## src/rtl/cache_ctrl_pkg.sv

```systemverilog
// rtl/cache_ctrl_pkg.sv - shared types and constants for the N-way cache controller
//
// Contents:
//   state_t    controller states CHECK / WRITEBACK / ALLOCATE / ERROR
//   MASK_*     per-way mem_mask_mux_sel encodings
//   MAX_WAYS   largest supported way count
package cache_ctrl_pkg;

  typedef enum logic [1:0] {
    ST_CHECK     = 2'd0,
    ST_WRITEBACK = 2'd1,
    ST_ALLOCATE  = 2'd2,
    ST_ERROR     = 2'd3
  } state_t;

  localparam logic [1:0] MASK_NONE = 2'd0;
  localparam logic [1:0] MASK_LINE = 2'd1;
  localparam logic [1:0] MASK_CPU  = 2'd2;

  localparam int MAX_WAYS = 8;

endpackage

```

## src/rtl/plru_tree.sv

```systemverilog
// rtl/plru_tree.sv - tree pseudo-LRU state for one cache set controller
//
// Used only when CACHE_CTRL_PLRU_EN is defined.
// Ports:
//   clk, rst      clock, synchronous active-high reset (all bits cleared)
//   touch_valid   mark touch_way as most recently used this cycle
//   touch_way     way being touched
//   victim        way the tree currently points at (combinational)
module plru_tree #(
  parameter int NUM_WAYS = 4,
  localparam int WAY_W   = $clog2(NUM_WAYS)
) (
  input  logic             clk,
  input  logic             rst,
  input  logic             touch_valid,
  input  logic [WAY_W-1:0] touch_way,
  output logic [WAY_W-1:0] victim
);

  // Heap-ordered nodes 1..NUM_WAYS-1; children of node n are 2n and 2n+1.
  // A node bit of 0 points the victim search left, 1 points right.
  logic [NUM_WAYS-1:1] tree;
  logic [NUM_WAYS-1:1] tree_next;

  always_comb begin
    logic [WAY_W-1:0] node;
    logic [WAY_W-1:0] v;
    logic             dir;
    node = WAY_W'(1);
    v    = '0;
    dir  = 1'b0;
    for (int lvl = 0; lvl < WAY_W; lvl++) begin
      dir  = tree[node];
      v    = (v << 1) | WAY_W'(dir);
      node = (node << 1) | WAY_W'(dir);
    end
    victim = v;
  end

  // Walk the touched way's path, pointing every node away from it.
  always_comb begin
    logic [WAY_W-1:0] tnode;
    logic [WAY_W-1:0] tw;
    logic             tdir;
    tree_next = tree;
    tnode     = WAY_W'(1);
    tw        = touch_way;
    tdir      = 1'b0;
    for (int lvl = 0; lvl < WAY_W; lvl++) begin
      tdir             = tw[WAY_W-1];
      tree_next[tnode] = ~tdir;
      tnode            = (tnode << 1) | WAY_W'(tdir);
      tw               = tw << 1;
    end
  end

  always_ff @(posedge clk) begin
    if (rst) begin
      tree <= '0;
    end else if (touch_valid) begin
      tree <= tree_next;
    end
  end

endmodule

```

## src/rtl/cache_control_nway.sv

```systemverilog
// rtl/cache_control_nway.sv - N-way set-associative cache controller with pmem error handling
//
// Build option: CACHE_CTRL_PLRU_EN selects tree pseudo-LRU victims; otherwise a
// round-robin counter advanced on each completed fill. Invalid ways are always
// preferred as victims.
// Ports:
//   clk, rst                      clock, synchronous active-high reset
//   mem_read, mem_write           CPU request, held until mem_resp
//   hit, valid_out, dirty_out     per-way tag match / valid / dirty of indexed set
//   pmem_resp, pmem_error         physical memory completion / failure
//   arrays_read                   constant 1
//   dirty_load/in, valid_load/in  per-way array write controls
//   tag_load                      per-way tag write
//   data_array_mux_sel            per-way 1 = CPU data, 0 = pmem line
//   mem_mask_mux_sel              2 bits per way: none / full line / CPU byte mask
//   pmem_addr_mux_sel             1 = address built from victim tag
//   victim_way                    registered victim index
//   mem_resp, mem_error           CPU completion; error qualifies resp
//   pmem_read, pmem_write         physical memory request
module cache_control_nway
  import cache_ctrl_pkg::*;
#(
  parameter int NUM_WAYS = 4,
  localparam int WAY_W   = $clog2(NUM_WAYS)
) (
  input  logic                  clk,
  input  logic                  rst,
  input  logic                  mem_read,
  input  logic                  mem_write,
  input  logic [NUM_WAYS-1:0]   hit,
  input  logic [NUM_WAYS-1:0]   valid_out,
  input  logic [NUM_WAYS-1:0]   dirty_out,
  input  logic                  pmem_resp,
  input  logic                  pmem_error,
  output logic                  arrays_read,
  output logic [NUM_WAYS-1:0]   dirty_load,
  output logic [NUM_WAYS-1:0]   dirty_in,
  output logic [NUM_WAYS-1:0]   valid_load,
  output logic [NUM_WAYS-1:0]   valid_in,
  output logic [NUM_WAYS-1:0]   tag_load,
  output logic [NUM_WAYS-1:0]   data_array_mux_sel,
  output logic [2*NUM_WAYS-1:0] mem_mask_mux_sel,
  output logic                  pmem_addr_mux_sel,
  output logic [WAY_W-1:0]      victim_way,
  output logic                  mem_resp,
  output logic                  mem_error,
  output logic                  pmem_read,
  output logic                  pmem_write
);

  state_t               state;
  logic [WAY_W-1:0]     victim_q;
  logic [NUM_WAYS-1:0]  vic_oh;
  logic                 req;
  logic                 any_hit;
  logic                 miss;
  logic                 fill_done;
  logic                 inv_found;
  logic [WAY_W-1:0]     inv_way;
  logic [WAY_W-1:0]     policy_way;
  logic [WAY_W-1:0]     miss_way;

  assign req        = mem_read | mem_write;
  assign any_hit    = |hit;
  assign miss       = (state == ST_CHECK) && req && !any_hit;
  assign fill_done  = (state == ST_ALLOCATE) && pmem_resp && !pmem_error;
  assign vic_oh     = NUM_WAYS'(1) << victim_q;
  assign victim_way = victim_q;

  // Lowest-index invalid way; scanning downward lets the lowest index win.
  always_comb begin
    inv_found = 1'b0;
    inv_way   = '0;
    for (int i = NUM_WAYS - 1; i >= 0; i--) begin
      if (!valid_out[i]) begin
        inv_found = 1'b1;
        inv_way   = WAY_W'(i);
      end
    end
  end

  assign miss_way = inv_found ? inv_way : policy_way;

`ifdef CACHE_CTRL_PLRU_EN
  logic             touch_valid;
  logic [WAY_W-1:0] touch_way;
  logic [WAY_W-1:0] hit_way;

  always_comb begin
    hit_way = '0;
    for (int i = 0; i < NUM_WAYS; i++) begin
      if (hit[i]) hit_way = WAY_W'(i);
    end
  end

  // Hit responses and completed fills both count as uses.
  assign touch_valid = !rst && (((state == ST_CHECK) && req && any_hit) || fill_done);
  assign touch_way   = fill_done ? victim_q : hit_way;

  plru_tree #(.NUM_WAYS(NUM_WAYS)) u_plru (
    .clk         (clk),
    .rst         (rst),
    .touch_valid (touch_valid),
    .touch_way   (touch_way),
    .victim      (policy_way)
  );
`else
  logic [WAY_W-1:0] rr_q;

  always_ff @(posedge clk) begin
    if (rst) begin
      rr_q <= '0;
    end else if (fill_done) begin
      rr_q <= rr_q + 1'b1;
    end
  end

  assign policy_way = rr_q;
`endif

  always_ff @(posedge clk) begin
    if (rst) begin
      state    <= ST_CHECK;
      victim_q <= '0;
    end else begin
      case (state)
        ST_CHECK: begin
          if (miss) begin
            victim_q <= miss_way;
            state    <= (valid_out[miss_way] && dirty_out[miss_way]) ? ST_WRITEBACK : ST_ALLOCATE;
          end
        end
        ST_WRITEBACK: begin
          if (pmem_error)     state <= ST_ERROR;
          else if (pmem_resp) state <= ST_ALLOCATE;
        end
        ST_ALLOCATE: begin
          if (pmem_error)     state <= ST_ERROR;
          else if (pmem_resp) state <= ST_CHECK;
        end
        default: state <= ST_CHECK;
      endcase
    end
  end

  // Outputs are combinational so hits respond with zero wait states; every
  // load/request/response is held low during a reset cycle.
  always_comb begin
    arrays_read        = 1'b1;
    dirty_load         = '0;
    dirty_in           = '0;
    valid_load         = '0;
    valid_in           = '0;
    tag_load           = '0;
    data_array_mux_sel = '0;
    mem_mask_mux_sel   = '0;
    pmem_addr_mux_sel  = 1'b0;
    mem_resp           = 1'b0;
    mem_error          = 1'b0;
    pmem_read          = 1'b0;
    pmem_write         = 1'b0;
    if (!rst) begin
      case (state)
        ST_CHECK: begin
          if (mem_read && any_hit) begin
            mem_resp = 1'b1;
          end else if (mem_write && any_hit) begin
            mem_resp           = 1'b1;
            dirty_load         = hit;
            dirty_in           = hit;
            data_array_mux_sel = hit;
            for (int i = 0; i < NUM_WAYS; i++) begin
              if (hit[i]) mem_mask_mux_sel[2*i +: 2] = MASK_CPU;
            end
          end
        end
        ST_WRITEBACK: begin
          pmem_write        = 1'b1;
          pmem_addr_mux_sel = 1'b1;
          if (pmem_resp && !pmem_error) dirty_load = vic_oh;
        end
        ST_ALLOCATE: begin
          pmem_read = 1'b1;
          if (fill_done) begin
            tag_load   = vic_oh;
            valid_load = vic_oh;
            valid_in   = vic_oh;
            dirty_load = vic_oh;
            for (int i = 0; i < NUM_WAYS; i++) begin
              if (vic_oh[i]) mem_mask_mux_sel[2*i +: 2] = MASK_LINE;
            end
          end
        end
        default: begin
          mem_resp  = 1'b1;
          mem_error = 1'b1;
        end
      endcase
    end
  end

endmodule

```

## config.mk

```make
export PLATFORM = sky130hd
export DESIGN_NAME = cache_control_nway
export DESIGN_NICKNAME = d
export VERILOG_FILES = /design/src/rtl/cache_ctrl_pkg.sv /design/src/rtl/plru_tree.sv /design/src/rtl/cache_control_nway.sv
export SDC_FILE = /design/constraint.sdc
export NUM_CORES = 1
export LEC_CHECK = 0
export BUFFER_PORTS_ARGS = -buffer_cell sky130_fd_sc_hd__buf_4
export CAP_MARGIN = 20
export CORE_MARGIN = 3
export CORE_UTILIZATION = 37
export DETAILED_ROUTE_END_ITERATION = 8
export PLACE_DENSITY_LB_ADDON = 0.2
export SLEW_MARGIN = 10
export SYNTH_ARGS = -nofsm -noshare
export SYNTH_HDL_FRONTEND = slang
export SYNTH_SLANG_ARGS = --single-unit
```

## constraint.sdc

```tcl
create_clock -name clk -period 2.15 [get_ports clk]
set_input_delay 0.5375 -clock clk [delete_from_list [all_inputs] [get_ports clk]]
set_output_delay 0.5375 -clock clk [all_outputs]
set_load 0.02 [all_outputs]
```

==> impl_metrics.tcl, run 1 <==
set metrics [dict create \
    status "finished, violations left" \
    violations "setup timing" \
    port_buffers 56 \
    finalSetupViolations 29 \
    drc 0 \
    slew_violations 0 \
    path_class "in2out" \
    area_growth_pct 95.79 \
    root_buffer "clkbuf_4" \
    grt_max_degree 16 \
    vias 1042 \
    ant_nets 0 \
    max_stage_delay_ps 550 \
    startpoint_type "input port" \
    fin_cells 198 \
    place.gp.congestion 0.8205 \
    period_minus_slack_ps 2477 \
    pwr-share-clk 0.144 \
    floorplan.rows 16 \
    syn_area_um2 832.0 \
    ir_drop_uv 505.6 \
    grt_pass1_vias 942 \
    path_cells "buf_6 -> or4_4 -> a21oi_4 -> a32oi_1 -> nor3_2 -> buf_4" \
    hold_path.class "reg2reg" \
    yosysTopAreaCellShare 0.1444 \
    die_h_um 53.42 \
    synthTopCellsByCount "buf_4 (14), nor3_1 (14), and2_1 (8), nor2_1 (8), dfxtp_1 (6)" \
    regArea_um2 125.1 \
    path_max_fanout 5 \
    end_kind "output pin" \
    ctsHtreeMaxLevel 1 \
    cts_buffers 3 \
    hold_violations 0 \
    clk_pin_slew_ps 40 \
    top_level_ports 58 \
    nFillCells 133 \
    yosysTopAreaCell "dfxtp_1" \
    insertedDiodeCount 0 \
    via_per_inst 5.263 \
    routed_wl_um 3063 \
    grt_remaining_overflow 0 \
    nNetsFinal 196 \
    worstPathArrival_ps 1940 \
    internal_power_uw 437.3 \
    synth_cell_types 37 \
    crit_buf_inv 2 \
    ys_seq_area_frac 0.1444 \
    cp.required_ps 1610 \
    cts_num_sinks 6 \
    cts_tree "done" \
    drt_iter0_drc 25 \
    dp_hpwl_um 2117 \
    fmax_mhz 403.7 \
    skew_ps 0.1577 \
    pwr-share-comb 0.661 \
    seqPwrFrac 0.195 \
    fin_crit_sh 1.152 \
    syn_inst 108 \
    dp_cells 189 \
    finish.utilization 0.7978 \
    grt_first_pass_wirelength_um 4374 \
    cts_hold_buf 0 \
    first_pass_iters 4 \
    p_switching_uw 299.9 \
    cp_top_family "simple AND/OR/NAND/NOR gates" \
    synth_edf_count 0 \
    avgRoutedWirePerCell_um 15.47 \
    syn_area_per_cell_um2 7.704 \
    hold_ws_ps 540.5 \
    p_sw_frac 0.4068 \
    die_w_um 53.42 \
    synthArstFlopShare 0 \
    p_leak_uw 0.0007433 \
    slowest_stage "or4_4" \
    antenna_found_initial 0 \
    postLayoutCellArea_mm2 0.001629 \
    setup_ws_ps -327.1 \
    synth-main-ff-cell "dfxtp_1" \
    multi_input_area_um2 733.2 \
    synth_seq_cells 6 \
    synth_nets 131 \
    yosysWarnings 0 \
    clk_latency_ps 250 \
    core_area_mm2 0.002042 \
    rsz0062_at_grt "true" \
    drive_gt1_frac 0.6784 \
    synth.area.top_cells "dfxtp_1 (14%), buf_4 (13%), nor3_1 (8.4%)" \
    max_cap_violations 0 \
    track_usage 0.2144 \
    place_area_mm2 0.001375 \
    dieArea_mm2 0.002854 \
    tns_ps -5309 \
    initial_utilization 0.4075 \
    clk_path_buf_depth 2 \
    p_per_area_mw_per_mm2 452.5 \
]
==> cells in the final DEF, fill, tap and decap left out, types with 2 or more instances in the layout <==
cell,n
nand3_1,2
nor2_1,7
a32oi_1,4
buf_4,48
clkbuf_4,3
a31oi_1,3
dfxtp_1,4
and2_2,2
nand2b_1,4
ha_1,2
ha_4,2
nor2b_1,3
nor3_2,7
and2_4,6
o21ai_2,2
inv_1,4
and4b_1,2
nand2_1,2
nand3b_1,2
nor3_4,5
buf_6,28
nor3_1,2
o21ai_1,2
==> cell families after synthesis <==
group                      share of synthesized area
AOI/OAI and AO/OA                             0.1895
xor gates and xnor gates                     0.02106
adders and majority gates                    0.07519
buffers and inverters                         0.1624
DFF                                           0.1444
muxes                                        0.03910
other                                       0.004507
and+or+nand+nor                               0.3639
==> cell type report <==
type                            instances  share of cell area
Multi-Input combinational cell         80              0.4501
Timing Repair Buffer                   77              0.4270
Sequential cell                         6             0.07681
Tap cell                               27             0.02074
Clock buffer                            3             0.01382
Inverter                                5             0.01152
==> routing by layer <==
layer | global-route usage | part of all wire
met3 | 0.04789 | 0.060
met5 | 0 | 0
met4 | 0.1064 | 0.040
met1 | 0.2304 | 0.36
met2 | 0.3857 | 0.54
==> sequential cells by signal, indices dropped and copies added, names as in the netlist <==
name,flops
state,2
policy_way,2
victim_way,2
==> through the flow <==
stage / setup slack (ps) / power (uW)
3_3_place_gp: -234.9 / 532.9
2_1_floorplan: -125.5 / 382.7
3_5_place_dp: -284.6 / 543.2
6_report: -327.1 / 737.1
4_1_cts: -269.0 / 705.0
5_1_grt: -376.9 / 790.4
==> path summary, 6_finish.rpt <==
kind	slack, ps	from	endpoint	depth (start not counted)
worst max-delay path	-330	hit[2]	dirty_load[1]	6
worst min-delay path	540	policy_way[0]$_SDFFE_PP0N_	policy_way[0]$_SDFFE_PP0N_	2
worst max register to register	570	state[0]$_SDFFE_PP0P_	victim_way[0]$_SDFFE_PP0P_	8
worst min register to register	540	policy_way[0]$_SDFFE_PP0N_	policy_way[0]$_SDFFE_PP0N_	2
==> power groups by stage <==
stage	combinational [uW]	sequential, uW	clock, uW
after detailed placement	407	136	0
after global routing	526	146	118
final	487	144	106
after floorplan	244	138	0
after CTS	450	144	111
after global placement	397	136	0
==> repair_timing <==
action | in CTS | in global routing
setup endpoints to repair | 32 | 33
pin swaps | 7 | 8
setup buffers | 5 | 1
resized for setup | 36 | 12
==> tightest hold or removal path: stages, from the launching register on <==
cell and delay, ps:
dfxtp_1 350, xor2_1 80, nor2_1 70
(Power assumes the default switching activity.)
==> inputs of run 2 (changes only) <==
--- a/config.mk
+++ b/config.mk
@@ -5,10 +5,11 @@
 export SDC_FILE = /design/constraint.sdc
 export NUM_CORES = 1
 export LEC_CHECK = 0
+export ABC_AREA = 1
 export BUFFER_PORTS_ARGS = -buffer_cell sky130_fd_sc_hd__buf_4
 export CAP_MARGIN = 20
 export CORE_MARGIN = 3
-export CORE_UTILIZATION = 37
+export CORE_UTILIZATION = 38
 export DETAILED_ROUTE_END_ITERATION = 8
 export PLACE_DENSITY_LB_ADDON = 0.2
 export SLEW_MARGIN = 10
==> run 2 against run 1 <==
Net effect: the flow now finishes without violations; setup slack better by 370 ps; largest power group unchanged; global-route usage is 4.3 points lower; design area shrank 7.0%; synthesized cell count increased by 32%.
==> impl_metrics.tcl, run 2 <==
set metrics [dict create \
    status "complete, no violations" \
    yosysTopAreaCell "dfxtp_1" \
    via_per_inst 4.920 \
    top_level_ports 58 \
    max_stage_delay_ps 230 \
    dp_hpwl_um 1983 \
    place.gp.congestion 0.7832 \
    p_per_area_mw_per_mm2 539.5 \
    floorplan.rows 16 \
    dieArea_mm2 0.002913 \
    vias 1107 \
    syn_area_per_cell_um2 6.116 \
    nNetsFinal 223 \
    track_usage 0.1719 \
    synth_edf_count 0 \
    insertedDiodeCount 0 \
    cts_tree "done" \
    clk_latency_ps 250 \
    fmax_mhz 473.7 \
    pwr-share-comb 0.673 \
    path_class "in2out" \
    grt_max_degree 11 \
    pwr-share-clk 0.131 \
    max_cap_violations 0 \
    hold_path.class "reg2reg" \
    grt_remaining_overflow 0 \
    end_kind "output pin" \
    startpoint_type "input port" \
    seqPwrFrac 0.196 \
    clk_path_buf_depth 2 \
    synth.area.top_cells "dfxtp_1 (14%), buf_4 (12%), nor2_1 (8.6%)" \
    cpMostUsedCell "buf_4" \
    finalSetupViolations 0 \
    hold_violations 0 \
    cts_hold_buf 0 \
    clk_pin_slew_ps 40 \
    multi_input_area_um2 660.6 \
    fin_crit_sh 0.9819 \
    period_minus_slack_ps 2111 \
    drt_iter0_drc 10 \
    slowest_stage "nor4_2" \
    worstPathArrival_ps 1570 \
    slew_violations 0 \
    layout_commonest_cell "buf_4" \
    yosysTopAreaCellShare 0.1373 \
    skew_ps 1.312 \
    cts_buffers 3 \
    cts_num_sinks 6 \
    p_total_uw 817.4 \
    ant_nets 0 \
    antenna_found_initial 0 \
    p_leak_uw 0.0007456 \
    drc 0 \
    synth_cell_types 29 \
    pre_cts_ws_ps 12.74 \
    cp.required_ps 1610 \
    avgRoutedWirePerCell_um 12.27 \
    area_growth_pct 73.25 \
    postLayoutCellArea_mm2 0.001515 \
    path_cells "buf_6 -> inv_4 -> nand4_4 -> inv_2 -> o21ai_4 -> buf_4 -> nor4_2 -> buf_4" \
    grt_first_pass_wirelength_um 3636 \
    p_switching_uw 376.1 \
    ys_seq_area_frac 0.1373 \
    p_sw_frac 0.4601 \
    synth_most_common_cell "nor2_1" \
    initial_utilization 0.4242 \
    ir_drop_uv 469.5 \
    nFillCells 162 \
    synth_seq_cells 6 \
    setup_ws_ps 38.92 \
    first_pass_iters 4 \
    synthArstFlopShare 0 \
    synth-main-ff-cell "dfxtp_1" \
    die_h_um 53.98 \
    routed_wl_um 2761 \
    final_cell_mix "buf_4 (61), nand2_1 (17), inv_1 (14)" \
    synthTopCellsByCount "nor2_1 (20), nand2_1 (18), inv_1 (17), buf_4 (14), inv_2 (11)" \
    syn_area_um2 874.6 \
    synth_nets 166 \
    die_w_um 53.98 \
    regArea_um2 130.1 \
    port_buffers 56 \
    root_buffer "clkbuf_4" \
    grt_pass1_vias 891 \
    path_max_fanout 6 \
    ctsHtreeMaxLevel 1 \
    place_area_mm2 0.001266 \
    dp_cells 212 \
    rsz0062_at_grt "true" \
    syn_inst 143 \
    internal_power_uw 441.3 \
    drive_gt1_frac 0.6414 \
    yosysWarnings 0 \
    core_area_mm2 0.002062 \
    fin_cells 225 \
]
-- run 2: repair_timing --
item / CTS / global route
resized for setup: 11 / 32
buffers inserted: 0 / 10
endpoints found under the setup margin: 28 / 30
pin swaps: 2 / 9
-- run 2: power by group through the flow --
stage                     clock network [uW]  registers, uW  logic (uW)
final                                    107            160         550
after global routing                     120            163         595
after CTS                                109            147         432
after detailed placement                   0            148         408
after global placement                     0            147         399
after floorplan                            0            143         295
-- run 2: final cells by class --
type,count,area share
multi-input combinational,92,0.4360
inverter,28,0.07927
timing repair buffer,69,0.3617
sequential,6,0.08588
tap,27,0.02230
clock buffer,3,0.01486
-- run 2: cell families after synthesis --
| group | after synthesis | share of synthesized area |
|---|---|---|
| compound gates | 18 | 0.1488 |
| xor+xnor | 1 | 0.01002 |
| buf+inv | 45 | 0.2532 |
| simple gates | 67 | 0.3748 |
| other cells | 1 | 0.004288 |
| flops | 6 | 0.1373 |
| fa+ha+maj | 5 | 0.07153 |
-- run 2: final timing paths --
path                                                  from                         end  slack, ps  depth (start not counted)
worst max-delay path                                hit[2]       data_array_mux_sel[3]         40                          8
worst min-delay path            policy_way[0]$_SDFFE_PP0N_  policy_way[0]$_SDFFE_PP0N_        480                          1
worst max register to register       state[1]$_SDFFE_PP0P_       state[0]$_SDFFE_PP0P_        630                          6
worst min register to register  policy_way[0]$_SDFFE_PP0N_  policy_way[0]$_SDFFE_PP0N_        480                          1
-- run 2: per-layer routing --
metal	global-route usage	routed length, um	vias up
met2	0.3065	1473	45
met5	0	0	-
met3	0.04986	239	5
met4	0.07469	39	0
met1	0.1866	1009	508
li1	-	-	549
-- run 2: through the flow --
stage          setup TNS (ps)  hold slack, ps  utilization
3_3_place_gp                0           471.4       0.6141
2_1_floorplan          -371.3           443.2            -
6_report                    0           477.6       0.7348
5_1_grt                -316.9           507.3       0.7348
4_1_cts                     0           479.1       0.6475
3_5_place_dp                0           468.2       0.6141
-- run 2: critical path: cells and delay by family --
kind                   cells  cell delay (ps)
buffers and inverters      5              610
AND/OR/NAND/NOR            2              340
AO/OA/AOI/OAI              1              100
